`config.mk`:
```
export PLATFORM = sky130hd
export DESIGN_NAME = uart_rx_param
export DESIGN_NICKNAME = d
export VERILOG_FILES = /design/src/rtl/uart_rx_param.sv
export SDC_FILE = /design/constraint.sdc
export NUM_CORES = 1
export LEC_CHECK = 0
export CAP_MARGIN = 15
export CORE_MARGIN = 2
export CORE_UTILIZATION = 25
export CTS_BUF_LIST = sky130_fd_sc_hd__clkbuf_4 sky130_fd_sc_hd__clkbuf_8
export DETAILED_ROUTE_END_ITERATION = 12
export GPL_ROUTABILITY_DRIVEN = 0
export SLEW_MARGIN = 20
export SYNTH_ARGS = -nofsm -noshare
export SYNTH_HDL_FRONTEND = slang
export SYNTH_SLANG_ARGS = --single-unit
export TNS_END_PERCENT = 20
```
`constraint.sdc`:
```
create_clock -name clk -period 1.8 [get_ports clk]
set_input_delay 0.54 -clock clk [delete_from_list [all_inputs] [get_ports clk]]
set_output_delay 0.54 -clock clk [all_outputs]
set_load 0.005 [all_outputs]
```
`src/rtl/uart_rx_param.sv`:
```
`timescale 1ns/1ps
// -----------------------------------------------------------------------------
// uart_rx_param
// Parametrised UART receiver. The asynchronous serial line is synchronised and
// then sampled in the middle of each bit. Frames are LSB first, with an
// optional parity bit and one stop bit. Each finished frame goes into a
// one-entry valid/ready holding register, together with its error flags.
//
// Parameters
//   CLKS_PER_BIT : clk cycles per bit period (even, >= 4)
//   DATA_BITS    : data bits per frame (5..9)
//   PARITY_MODE  : 0 none, 1 odd, 2 even
//
// Ports
//   clk           in   system clock, rising edge
//   rst_n         in   asynchronous active-low reset
//   rx_in         in   serial line, idle high, asynchronous
//   rx_data       out  received word, bit 0 = first data bit on the line
//   rx_valid      out  holding register contains an unconsumed frame
//   rx_ready      in   consumer accepts; transfer when rx_valid && rx_ready
//   rx_frame_err  out  stop bit sampled low (qualified by rx_valid)
//   rx_parity_err out  parity mismatch (qualified by rx_valid)
//   rx_break      out  frame error with all data bits zero (qualified by rx_valid)
//   rx_overrun    out  sticky: a finished frame was dropped, holding register full
//   rx_busy       out  receive FSM is not idle
// -----------------------------------------------------------------------------
module uart_rx_param #(
  parameter int CLKS_PER_BIT = 16,
  parameter int DATA_BITS    = 8,
  parameter int PARITY_MODE  = 0
) (
  input  logic                 clk,
  input  logic                 rst_n,
  input  logic                 rx_in,
  output logic [DATA_BITS-1:0] rx_data,
  output logic                 rx_valid,
  input  logic                 rx_ready,
  output logic                 rx_frame_err,
  output logic                 rx_parity_err,
  output logic                 rx_break,
  output logic                 rx_overrun,
  output logic                 rx_busy
);

  localparam int CW = $clog2(CLKS_PER_BIT);
  localparam int BW = $clog2(DATA_BITS);

  localparam logic [CW-1:0] HALF_M1  = CW'(CLKS_PER_BIT / 2 - 1);
  localparam logic [CW-1:0] FULL_M1  = CW'(CLKS_PER_BIT - 1);
  localparam logic [BW-1:0] LAST_BIT = BW'(DATA_BITS - 1);

  typedef enum logic [2:0] {
    S_IDLE   = 3'd0,
    S_START  = 3'd1,
    S_DATA   = 3'd2,
    S_PARITY = 3'd3,
    S_STOP   = 3'd4
  } state_t;

  // Synchroniser; the FSM only ever looks at rx_s_q.
  logic sync1_q;
  logic rx_s_q;

  state_t                state_q, state_d;
  logic [CW-1:0]         cnt_q, cnt_d;
  logic [BW-1:0]         bit_q, bit_d;
  logic [DATA_BITS-1:0]  shreg_q, shreg_d;
  logic                  par_err_q, par_err_d;
  logic                  complete;

  // Holding register and status outputs
  logic [DATA_BITS-1:0]  data_q, data_d;
  logic                  valid_q, valid_d;
  logic                  ferr_q, ferr_d;
  logic                  perr_q, perr_d;
  logic                  brk_q, brk_d;
  logic                  ovr_q, ovr_d;
  logic                  busy_q, busy_d;

  // ---------------------------------------------------------------------------
  // Process 1: state and datapath registers
  // ---------------------------------------------------------------------------
  always_ff @(posedge clk or negedge rst_n) begin
    if (!rst_n) begin
      sync1_q   <= 1'b1;
      rx_s_q    <= 1'b1;
      state_q   <= S_IDLE;
      cnt_q     <= '0;
      bit_q     <= '0;
      shreg_q   <= '0;
      par_err_q <= 1'b0;
    end else begin
      sync1_q   <= rx_in;
      rx_s_q    <= sync1_q;
      state_q   <= state_d;
      cnt_q     <= cnt_d;
      bit_q     <= bit_d;
      shreg_q   <= shreg_d;
      par_err_q <= par_err_d;
    end
  end

  // ---------------------------------------------------------------------------
  // Process 2: next-state logic, bit timing and data assembly
  // ---------------------------------------------------------------------------
  always_comb begin
    state_d   = state_q;
    cnt_d     = cnt_q + CW'(1);
    bit_d     = bit_q;
    shreg_d   = shreg_q;
    par_err_d = par_err_q;
    complete  = 1'b0;

    case (state_q)
      S_IDLE: begin
        cnt_d = '0;
        if (!rx_s_q) state_d = S_START;
      end

      S_START: begin
        // Mid-start-bit check; a line that is high again was just a glitch.
        if (cnt_q == HALF_M1) begin
          cnt_d     = '0;
          bit_d     = '0;
          par_err_d = 1'b0;
          state_d   = rx_s_q ? S_IDLE : S_DATA;
        end
      end

      S_DATA: begin
        if (cnt_q == FULL_M1) begin
          cnt_d   = '0;
          // Shift in at the top so the first bit ends up in bit 0.
          shreg_d = {rx_s_q, shreg_q[DATA_BITS-1:1]};
          bit_d   = bit_q + BW'(1);
          if (bit_q == LAST_BIT) state_d = (PARITY_MODE != 0) ? S_PARITY : S_STOP;
        end
      end

      S_PARITY: begin
        if (cnt_q == FULL_M1) begin
          cnt_d = '0;
          // Odd parity expects an overall XOR of 1, even parity expects 0.
          if (PARITY_MODE == 1) par_err_d = ~(^shreg_q ^ rx_s_q);
          else                  par_err_d =  (^shreg_q ^ rx_s_q);
          state_d = S_STOP;
        end
      end

      S_STOP: begin
        // Return to idle at mid-stop so an early next start edge is not missed.
        if (cnt_q == FULL_M1) begin
          cnt_d    = '0;
          complete = 1'b1;
          state_d  = S_IDLE;
        end
      end

      default: begin
        cnt_d   = '0;
        state_d = S_IDLE;
      end
    endcase
  end

  // ---------------------------------------------------------------------------
  // Process 3: holding register / flag updates
  // ---------------------------------------------------------------------------
  logic hs;
  logic ferr_new;
  logic brk_new;
  logic perr_new;

  always_comb begin
    hs       = valid_q & rx_ready;
    ferr_new = ~rx_s_q;
    brk_new  = ferr_new & (shreg_q == '0);
    perr_new = (PARITY_MODE != 0) ? par_err_q : 1'b0;

    data_d  = data_q;
    valid_d = valid_q;
    ferr_d  = ferr_q;
    perr_d  = perr_q;
    brk_d   = brk_q;
    ovr_d   = ovr_q;
    busy_d  = (state_d != S_IDLE);

    // Handshake empties the register and clears the sticky overrun.
    if (hs) begin
      valid_d = 1'b0;
      ovr_d   = 1'b0;
    end

    // A frame finishing in the same cycle as a handshake takes the freed slot.
    if (complete) begin
      if (!valid_q || hs) begin
        data_d  = shreg_q;
        ferr_d  = ferr_new;
        perr_d  = perr_new;
        brk_d   = brk_new;
        valid_d = 1'b1;
      end else begin
        ovr_d = 1'b1;
      end
    end
  end

  always_ff @(posedge clk or negedge rst_n) begin
    if (!rst_n) begin
      data_q  <= '0;
      valid_q <= 1'b0;
      ferr_q  <= 1'b0;
      perr_q  <= 1'b0;
      brk_q   <= 1'b0;
      ovr_q   <= 1'b0;
      busy_q  <= 1'b0;
    end else begin
      data_q  <= data_d;
      valid_q <= valid_d;
      ferr_q  <= ferr_d;
      perr_q  <= perr_d;
      brk_q   <= brk_d;
      ovr_q   <= ovr_d;
      busy_q  <= busy_d;
    end
  end

  assign rx_data       = data_q;
  assign rx_valid      = valid_q;
  assign rx_frame_err  = ferr_q;
  assign rx_parity_err = perr_q;
  assign rx_break      = brk_q;
  assign rx_overrun    = ovr_q;
  assign rx_busy       = busy_q;

endmodule

```
Word level (Yosys, flattened, before mapping)
Cells that the tools add are included.

Equality and inequality tests: 9. Muxes and demuxes: 22. Reduce and logical (&&, ||, !) cells: 10. Bitwise gates (word level): 3. Add/subtract/negate cells: 2.

Operators by type and width (number): two-way mux 3 bit (8); one-hot mux 3 bit (5 select lines) (1); logical NOT 8 bit (1); two-way mux 1 bit (8); two-way mux 4 bit (2); one-hot mux 4 bit (2 select lines) (1); equality test 3 x 2 -> 1 bit (second input constant) (2); equality test 3 bit (second input constant) (2); one-hot mux 3 bit (2 select lines) (1); adder 4 x 1 -> 4 bit (second input constant) (1); equality test 4 x 3 -> 1 bit (second input constant) (1); equality test 4 bit (second input constant) (1); != test 2 bit (second input constant) (2); AND reduction 2 bit (2); adder 3 x 1 -> 3 bit (second input constant) (1); equality test 3 x 1 -> 1 bit (second input constant) (1); logical NOT 3 bit (1); AND reduction 3 bit (1); nonzero test 3 bit (1); OR reduction 3 bit (1); AND 1 bit (2); two-way mux 2 bit (1); nonzero test 2 bit (1); logical NOT 1 bit (1); 2 further kinds (2).

Logic and storage cells: 58. Register bits after elaboration: 33. Output and inout port bits: 14. Bits of input ports: 4.

Depth between registers and ports, before layout
Gate-level depths: netlist of the first run.

Depth after elaboration: 5. Depth in mapped cells: 5. Gate-level depth less buffers: 5.

Least setup slack after synthesis of the first run
No wires, ideal clock.

Path kind: register -> register. From: register cnt_q[0]. To: register data_q[6], in the netlist rx_data[6]. Clock period less this slack: 1.557 ns. Path slack: 0.243 ns. Setup time: 0.125 ns. Data arrival time: 1.433 ns. Data required time: 1.675 ns. Buffers on the path: 1. Cell stages (with the launch flop): 6. Cells stage by stage: dfrtp_1 ha_1 buf_4 and3_1 nand4_4 mux2_2.

Word-level cells in the longest chain between the ends: 4.

Ends and longest elaborated chain: start: declaration (line 65) `logic [CW-1:0] cnt_q, cnt_d;`; start signal: assignment (line 96) `cnt_q <= cnt_d;`; equality test 4 bit (line 152) `if (cnt_q == FULL_M1) begin`; two-way mux 1 bit (line 152); two-way mux 1 bit (line 114) `case (state_q)`; AND reduction 2 bit (no source line); end signal: assignment (line 218) `data_q <= data_d;`; end: declaration (line 72) `logic [DATA_BITS-1:0] data_q, data_d;`.

Every way passes these cells. A chain may end at the register's enable or synchronous reset.

Final worst setup path of the first run
From: register valid_q, in the netlist rx_valid. To: output port rx_valid.

RTL lines: start: declaration (line 73) `logic valid_q, valid_d;`; start signal: assignment (line 219) `valid_q <= valid_d;`; end: declaration (line 36) `output logic rx_valid,`.

No word-level cell between the ends.

==> impl_results.md, run 1 <==
* Hold Crit Class: flop to flop
* Max Buffers Root-to-Sink at 2
* Cell variety after synth at 42
* Worst Setup End Kind: output port
* Share of post-route cells with drive strength above 1 at 24.1%
* CP peak stage delay at 510 ps
* Net Sw Frac at 28.0%
* Final Hold Fails at 0
* Root Buffer: clkbuf_8
* CP Data Arrival Time at 1170 ps
* Worst Setup Start Kind: flop
* Worst hold start: sync1_q$_DFF_PN1_
* Synth warnings at 0
* Clock Pin Slew Worst Setup and Hold Paths at 60 ps
* Number of global-route vias before repair at 955
* Placed standard-cell area at 1790 µm²
* Design area at 1940 µm²
* Fin crit share at 95.2%
* CP bufs+invs at 1
* Final Skew at 5.89 ps
* Setup violators final at 0
* WHS Endpoint: rx_s_q$_DFF_PN1_
* N_diodes at 0
* Cells after DPL at 202
* Drt pass-1 iters at 4
* Critical path fanouts, max at 4
* DR vias at 967
* Critical path cell sequence: clkdlybuf4s50_1
* FF-to-FF Start: cnt_q[0]$_DFF_PN0_
* Core area at 5890 µm²
* Register-to-Register Path Depth at 5
* Nets@finish at 143
* WP data required at 1260 ps
* Clock Latency Late Sink at 280 ps
* Die height at 81.6 µm
* Largest net degree at the start of global routing at 34
* Layout Cells excl Fill at 212
* Gr ovfl total at 0
* Main flop type after synthesis: dfrtp_1
* IR Drop Worst-Case VDD at 0.547 mV
* Total power at 2.32 mW
* IO Count at 18
* Initial Util at 25.6%
* Max Slew Vio Count at 0
* Final core utilization at 33.0%
* # Max-Cap Violations at 0
* R2R Path End: shreg_q[7]$_DFFE_PN0P_
* #FFs+latches synth at 33
* Net count after synthesis at 117
* Vias per Instance at 4.56
* Critical path type: flop to output port
* WHS Path Cells at 0
* Per-cell routed wire length at 13.6 µm
* Initial antenna violation count at 0
* First-pass GRT wire length at 4770 µm
* Post-Route WL at 2880 µm
* Post-Syn Area per Cell at 13.7 µm²
* RSZ-0062 raised after global routing: false
* Reg-to-reg slack, setup at 120 ps
* CTS tree: built
* Post-detailed-route count of antenna-violating nets at 0
* Pleak at 0.922 nW
* DP Wirelength at 2080 µm
* P per Cell Area at 1200 nW/µm²
* Sw Pwr at 651 µW
* Starting DRC count in detailed routing at 30
* Die area at 6660 µm²
* Internal power at 1.67 mW
* Core Rows at 28
* CTS sink count at 33
* Die width at 81.6 µm
* Ys async rst share at 100%
* Crit path time final at 1710 ps
* Clock power share at 35.2%
* Setup TNS at 0 ps
* Synthesized area at 1510 µm²
* Critical-path top delay cell: clkdlybuf4s50_1
* All-Layer GR Usage at 9.76%
* Cell family with most CP delay: buffers and inverters
* Combinational share of power at 23.3%
* CTS H-tree lvls at 2
* Power share of the sequential group at 41.6%
* Post-synth EDFFs at 0
* Sequential fraction of the synthesis area at 55.0%
* Max Freq at 584 MHz
* Status: complete, no violations
* I/O Buffers at 16
* Gate count of the mapped netlist at 110
* DRC at 0
* Area overhead of the layout relative to synthesis at 29.0%
* TritonCTS Buffers at 5
-- layer usage --
layer	global-route usage, %	vias to the layer above	wire length, µm	share of wire, %
li1	-	446	-	-
met1	11.9	490	1240	43
met2	14.9	23	1380	48
met3	4.18	8	181	6.3
met4	4.50	0	74	2.6
met5	0	-	0	0
-- layout by cell type, fill, tap and decap left out, types with 2 or more instances in the layout --
master           count
xnor2_1              4
and3b_1              2
clkdlybuf4s50_1     16
mux2_4               7
a311oi_1             3
nor2b_1              2
dfstp_2              2
and4b_1              2
bufinv_16            2
nand3_1              2
inv_1                6
mux2_1               8
buf_12               2
nand2_1              3
clkbuf_8             5
a22o_1               2
dfrtp_1             31
mux2_2               3
o211ai_1             2
buf_4                7
ha_1                 2
-- cells in the mapped netlist, drive strengths merged, types with 2 or more instances --
library cell | number | area, µm²
a22o | 2 | 17.5
nor2 | 2 | 10.0
mux2 | 18 | 229
ha | 3 | 37.5
o211ai | 2 | 15.0
dfrtp | 31 | 776
nor2b | 2 | 12.5
and4b | 2 | 20.0
a311oi | 3 | 26.3
nand4 | 2 | 27.5
and3b | 2 | 17.5
nand2 | 3 | 11.3
o21ai | 2 | 10.0
nand3 | 2 | 10.0
nor3b | 2 | 26.3
inv | 6 | 22.5
xnor2 | 4 | 35.0
buf | 5 | 42.5
dfstp | 2 | 52.6
-- flip-flops by register name, indices dropped and copies added (netlist names) --
signal and flops:
cnt_q 4, rx_overrun 1, state_q 3, rx_valid 1, sync1_q 1, bit_q 3
rx_s_q 1, rx_break 1, shreg_q 8, rx_busy 1, rx_data 8, rx_frame_err 1
-- worst max path at each step --
stage / startpoint / endpoint / slack [ps] / cells after the start
after floorplan: cnt_q[0]$_DFF_PN0_ / rx_data[6]$_DFFE_PN0P_ / 240 / 5
after global placement: rx_ready / rx_data[3]$_DFFE_PN0P_ / -80 / 4
after detailed placement: rx_ready / rx_data[2]$_DFFE_PN0P_ / -140 / 4
after CTS: rx_data[4]$_DFFE_PN0P_ / rx_data[4] / 50 / 1
after global routing: rx_data[5]$_DFFE_PN0P_ / rx_data[5] / 20 / 1
final: rx_valid$_DFF_PN0_ / rx_valid / 90 / 1
-- kinds of logic after synthesis --
logic type	after synthesis	synth area share, %
AOI/OAI and AO/OA	15	7.89
xor gates and xnor gates	4	2.33
and+or+nand+nor	23	11.6
DFF	33	55.0
buffers and inverters	12	4.57
muxes	19	15.9
adders and majority gates	3	2.49
other	1	0.249
-- timing repair --
item	CTS	global route
hold buffers	0	0
buffers inserted	0	2
endpoints found under the setup margin	0	1
resized for setup	0	1
-- layout make-up --
class                           instances  area [µm²]
Tap cell                               75        93.8
Inverter                                6        22.5
Fill cell                             583        3940
Multi-Input combinational cell         65         612
Sequential cell                        33         828
Clock buffer                            5        68.8
Clock inverter                          3        65.1
Timing Repair Buffer                   25         253
-- power by group through the flow --
stage,Combinational [mW],Clock (mW),Sequential (mW)
2_1_floorplan,0.388,0,0.918
3_3_place_gp,0.474,0,0.966
3_5_place_dp,0.503,0,0.978
4_1_cts,0.512,0.845,0.964
5_1_grt,0.605,0.876,0.980
6_report,0.541,0.816,0.965
-- stage by stage --
| stage | hold slack, ps | setup WS (ps) |
|---|---|---|
| after floorplan | 244 | 243 |
| after global placement | 347 | -84.1 |
| after detailed placement | 347 | -144 |
| after CTS | 357 | 51.0 |
| after global routing | 369 | 19.4 |
| final | 357 | 86.3 |
No activity file was read; power rests on OpenSTA's default activity.
==> run 2: changes to the inputs <==
--- a/config.mk
+++ b/config.mk
@@ -8,7 +8,6 @@
 export CAP_MARGIN = 15
 export CORE_MARGIN = 2
 export CORE_UTILIZATION = 25
-export CTS_BUF_LIST = sky130_fd_sc_hd__clkbuf_4 sky130_fd_sc_hd__clkbuf_8
 export DETAILED_ROUTE_END_ITERATION = 12
 export GPL_ROUTABILITY_DRIVEN = 0
 export SLEW_MARGIN = 20
==> results of run 2 <==
Same layout as run 1: the final DEF is identical, and so are final timing and power.
==> run 3: changes to the inputs <==
--- a/config.mk
+++ b/config.mk
@@ -7,9 +7,8 @@
 export LEC_CHECK = 0
 export CAP_MARGIN = 15
 export CORE_MARGIN = 2
-export CORE_UTILIZATION = 25
+export CORE_UTILIZATION = 30
 export DETAILED_ROUTE_END_ITERATION = 12
-export GPL_ROUTABILITY_DRIVEN = 0
 export SLEW_MARGIN = 20
 export SYNTH_ARGS = -nofsm -noshare
 export SYNTH_HDL_FRONTEND = slang
==> run 3 against run 2 <==
Combinational power fell by 9.6%. Critical endpoint unchanged. Highest routed layer unchanged. Maximum frequency shrank 1.9%. Core utilization grew 6.6 points. Clock power shrank 13%. Flip-flop and latch count unchanged.
==> impl_results.md, run 3 (synthesis gave the netlist of run 1 again) <==
* DRC at 0 (unchanged)
* Reg area at 828 µm² (unchanged)
* Die width at 74.9 µm (was 81.6 µm)
* # Max-Cap Violations at 0 (unchanged)
* CTS H-tree lvls at 2 (unchanged)
* Fin crit share at 97.0% (was 95.2%)
* Commonest non-fill, non-tap cell in the layout: dfrtp_1 (unchanged)
* Max Freq at 573 MHz (was 584 MHz)
* First-pass GRT wire length at 4690 µm (was 4770 µm)
* Most frequent cells in the layout: 31 x dfrtp_1, 16 x clkdlybuf4s50_1, 8 x mux2_1 (unchanged)
* Fill cell count at 463 (was 583)
* Final setup margin at 53.9 ps (was 86.3 ps)
* Starting DRC count in detailed routing at 16 (was 30)
* Crit path time final at 1750 ps (was 1710 ps)
* Critical path cell sequence: clkdlybuf4s50_1 (unchanged)
* CP peak stage delay at 530 ps (was 510 ps)
* N_diodes at 0 (unchanged)
* All-Layer GR Usage at 11.3% (was 9.76%)
* Setup repair bufs after CTS at 0 (unchanged)
* DR vias at 942 (was 967)
* CTS sink count at 33 (unchanged)
* Critical path fanouts, max at 4 (unchanged)
* Hold Crit Class: flop to flop (unchanged)
* Cell family with most CP delay: buffers and inverters (unchanged)
* Vias per Instance at 4.66 (was 4.56)
* FF-to-FF Start: cnt_q[0]$_DFF_PN0_ (unchanged)
* Post-Route WL at 2640 µm (was 2880 µm)
* Critical path startpoint: rx_valid$_DFF_PN0_ (unchanged)
* Core Rows at 25 (was 28)
* Drt pass-1 iters at 4 (unchanged)
* Largest net degree at the start of global routing at 34 (unchanged)
* Initial antenna violation count at 0 (unchanged)
* Number of global-route vias before repair at 1002 (was 955)
* P per Cell Area at 1140 nW/µm² (was 1200 nW/µm²)
* Setup WS pre-CTS at -136 ps (was -144 ps)
* Placed standard-cell area at 1780 µm² (was 1790 µm²)
* Final Hold Fails at 0 (unchanged)
* TritonCTS Buffers at 5 (unchanged)
* CTS tree: built (unchanged)
* Critical path type: flop to output port (unchanged)
* IO Count at 18 (unchanged)
* Final hold slack at 357 ps (about the same)
* IR Drop Worst-Case VDD at 0.636 mV (was 0.547 mV)
* Cts hold-fix bufs at 0 (unchanged)
* WP data required at 1260 ps (about the same)
* CP bufs+invs at 1 (unchanged)
* Gpl congestion at 0.705
* Max Buffers Root-to-Sink at 2 (unchanged)
* Worst hold start: sync1_q$_DFF_PN1_ (unchanged)
* Die area at 5600 µm² (was 6660 µm²)
* Setup violators final at 0 (unchanged)
* Per-cell routed wire length at 13.1 µm (was 13.6 µm)
* Post-CTS sizing at 0 (unchanged)
* I/O Buffers at 16 (unchanged)
* Share of post-route cells with drive strength above 1 at 21.5% (was 24.1%)
* Final Skew at 6.79 ps (was 5.89 ps)
* Max Slew Vio Count at 0 (unchanged)
* RSZ-0062 raised after global routing: false (unchanged)
* Status: complete, no violations (unchanged)
* Area overhead of the layout relative to synthesis at 26.0% (was 29.0%)
* Die height at 74.9 µm (was 81.6 µm)
* Worst Setup Start Kind: flop (unchanged)
* Post-detailed-route count of antenna-violating nets at 0 (unchanged)
* Design area at 1900 µm² (was 1940 µm²)
* CP Data Arrival Time at 1210 ps (was 1170 ps)
* Gr ovfl total at 0 (unchanged)
* Clock Latency Late Sink at 280 ps (about the same)
* Critical-path top delay cell: clkdlybuf4s50_1 (unchanged)
* Clock Pin Slew Worst Setup and Hold Paths at 70 ps (was 60 ps)
* Nets@finish at 141 (was 143)
* Core area at 4790 µm² (was 5890 µm²)
* DP Wirelength at 1870 µm (was 2080 µm)
* Multi-input logic area at 609 µm² (was 612 µm²)
* Root Buffer: clkbuf_8 (unchanged)
* Total power at 2.17 mW (was 2.32 mW)
* Pleak at 0.904 nW (was 0.922 nW)
* Initial Util at 31.5% (was 25.6%)
* Worst Setup End Kind: output port (unchanged)
## run 3: cell types whose count changed in the layout (fill, tap and decap cells not counted), sizes merged
cell,change
buf,-2
clkinv,-1
clkbuf,+2
bufinv,-1
## run 3: path summary, 6_finish.rpt
kind                                     endpoint  slack (ps)  depth (start not counted)
max in group asynchronous        rx_s_q$_DFF_PN1_         940                          2
min in group asynchronous      cnt_q[2]$_DFF_PN0_         620                          2
hold / removal                   rx_s_q$_DFF_PN1_         360                          0
setup / recovery                         rx_valid          50                          1
setup reg to reg           shreg_q[7]$_DFFE_PN0P_         140                          5
hold reg to reg                  rx_s_q$_DFF_PN1_         360                          0
## run 3: power by group
| part | switching (mW) | leakage [nW] | internal [mW] |
|---|---|---|---|
| combinational | 0.239 | 0.416 | 0.250 |
| sequential | 0.125 | 0.430 | 0.840 |
| clock | 0.262 | 0.0585 | 0.451 |
| total | 0.626 | 0.904 | 1.54 |
## run 3: per-layer routing
metal / up-vias / global-route usage (%) / part of all wire (%)
li1: 443 / - / -
met1: 478 / 13.9 / 44
met2: 15 / 18.1 / 50
met3: 6 / 3.75 / 3.6
met4: 0 / 4.76 / 1.9
met5: - / 0 / 0
## run 3: area by class of cell
| type | instances | share of cell area, % |
|---|---|---|
| repair buffers | 23 | 12.5 |
| multi-input cells | 65 | 32.1 |
| flip-flops and latches | 33 | 43.6 |
| inverters | 6 | 1.19 |
| clock inverters | 1 | 1.58 |
| clock buffers | 7 | 4.55 |
| well taps | 67 | 4.42 |
## run 3: stage by stage
step | cells | util (%) | setup TNS (ps)
6_report | 202 | 39.7 | 0
5_1_grt | 202 | 39.7 | 0
4_1_cts | 202 | 39.7 | 0
3_5_place_dp | 194 | 37.2 | -1170
3_3_place_gp | 194 | 37.2 | -809
2_1_floorplan | 110 | - | 0
## run 3: worst reg2reg max path, cell delays in order (launching register included)
cell and delay [ps]:
dfrtp_1 370, ha_1 220, and4b_1 230, nor3b_4 220
buf_12 170, mux2_1 320
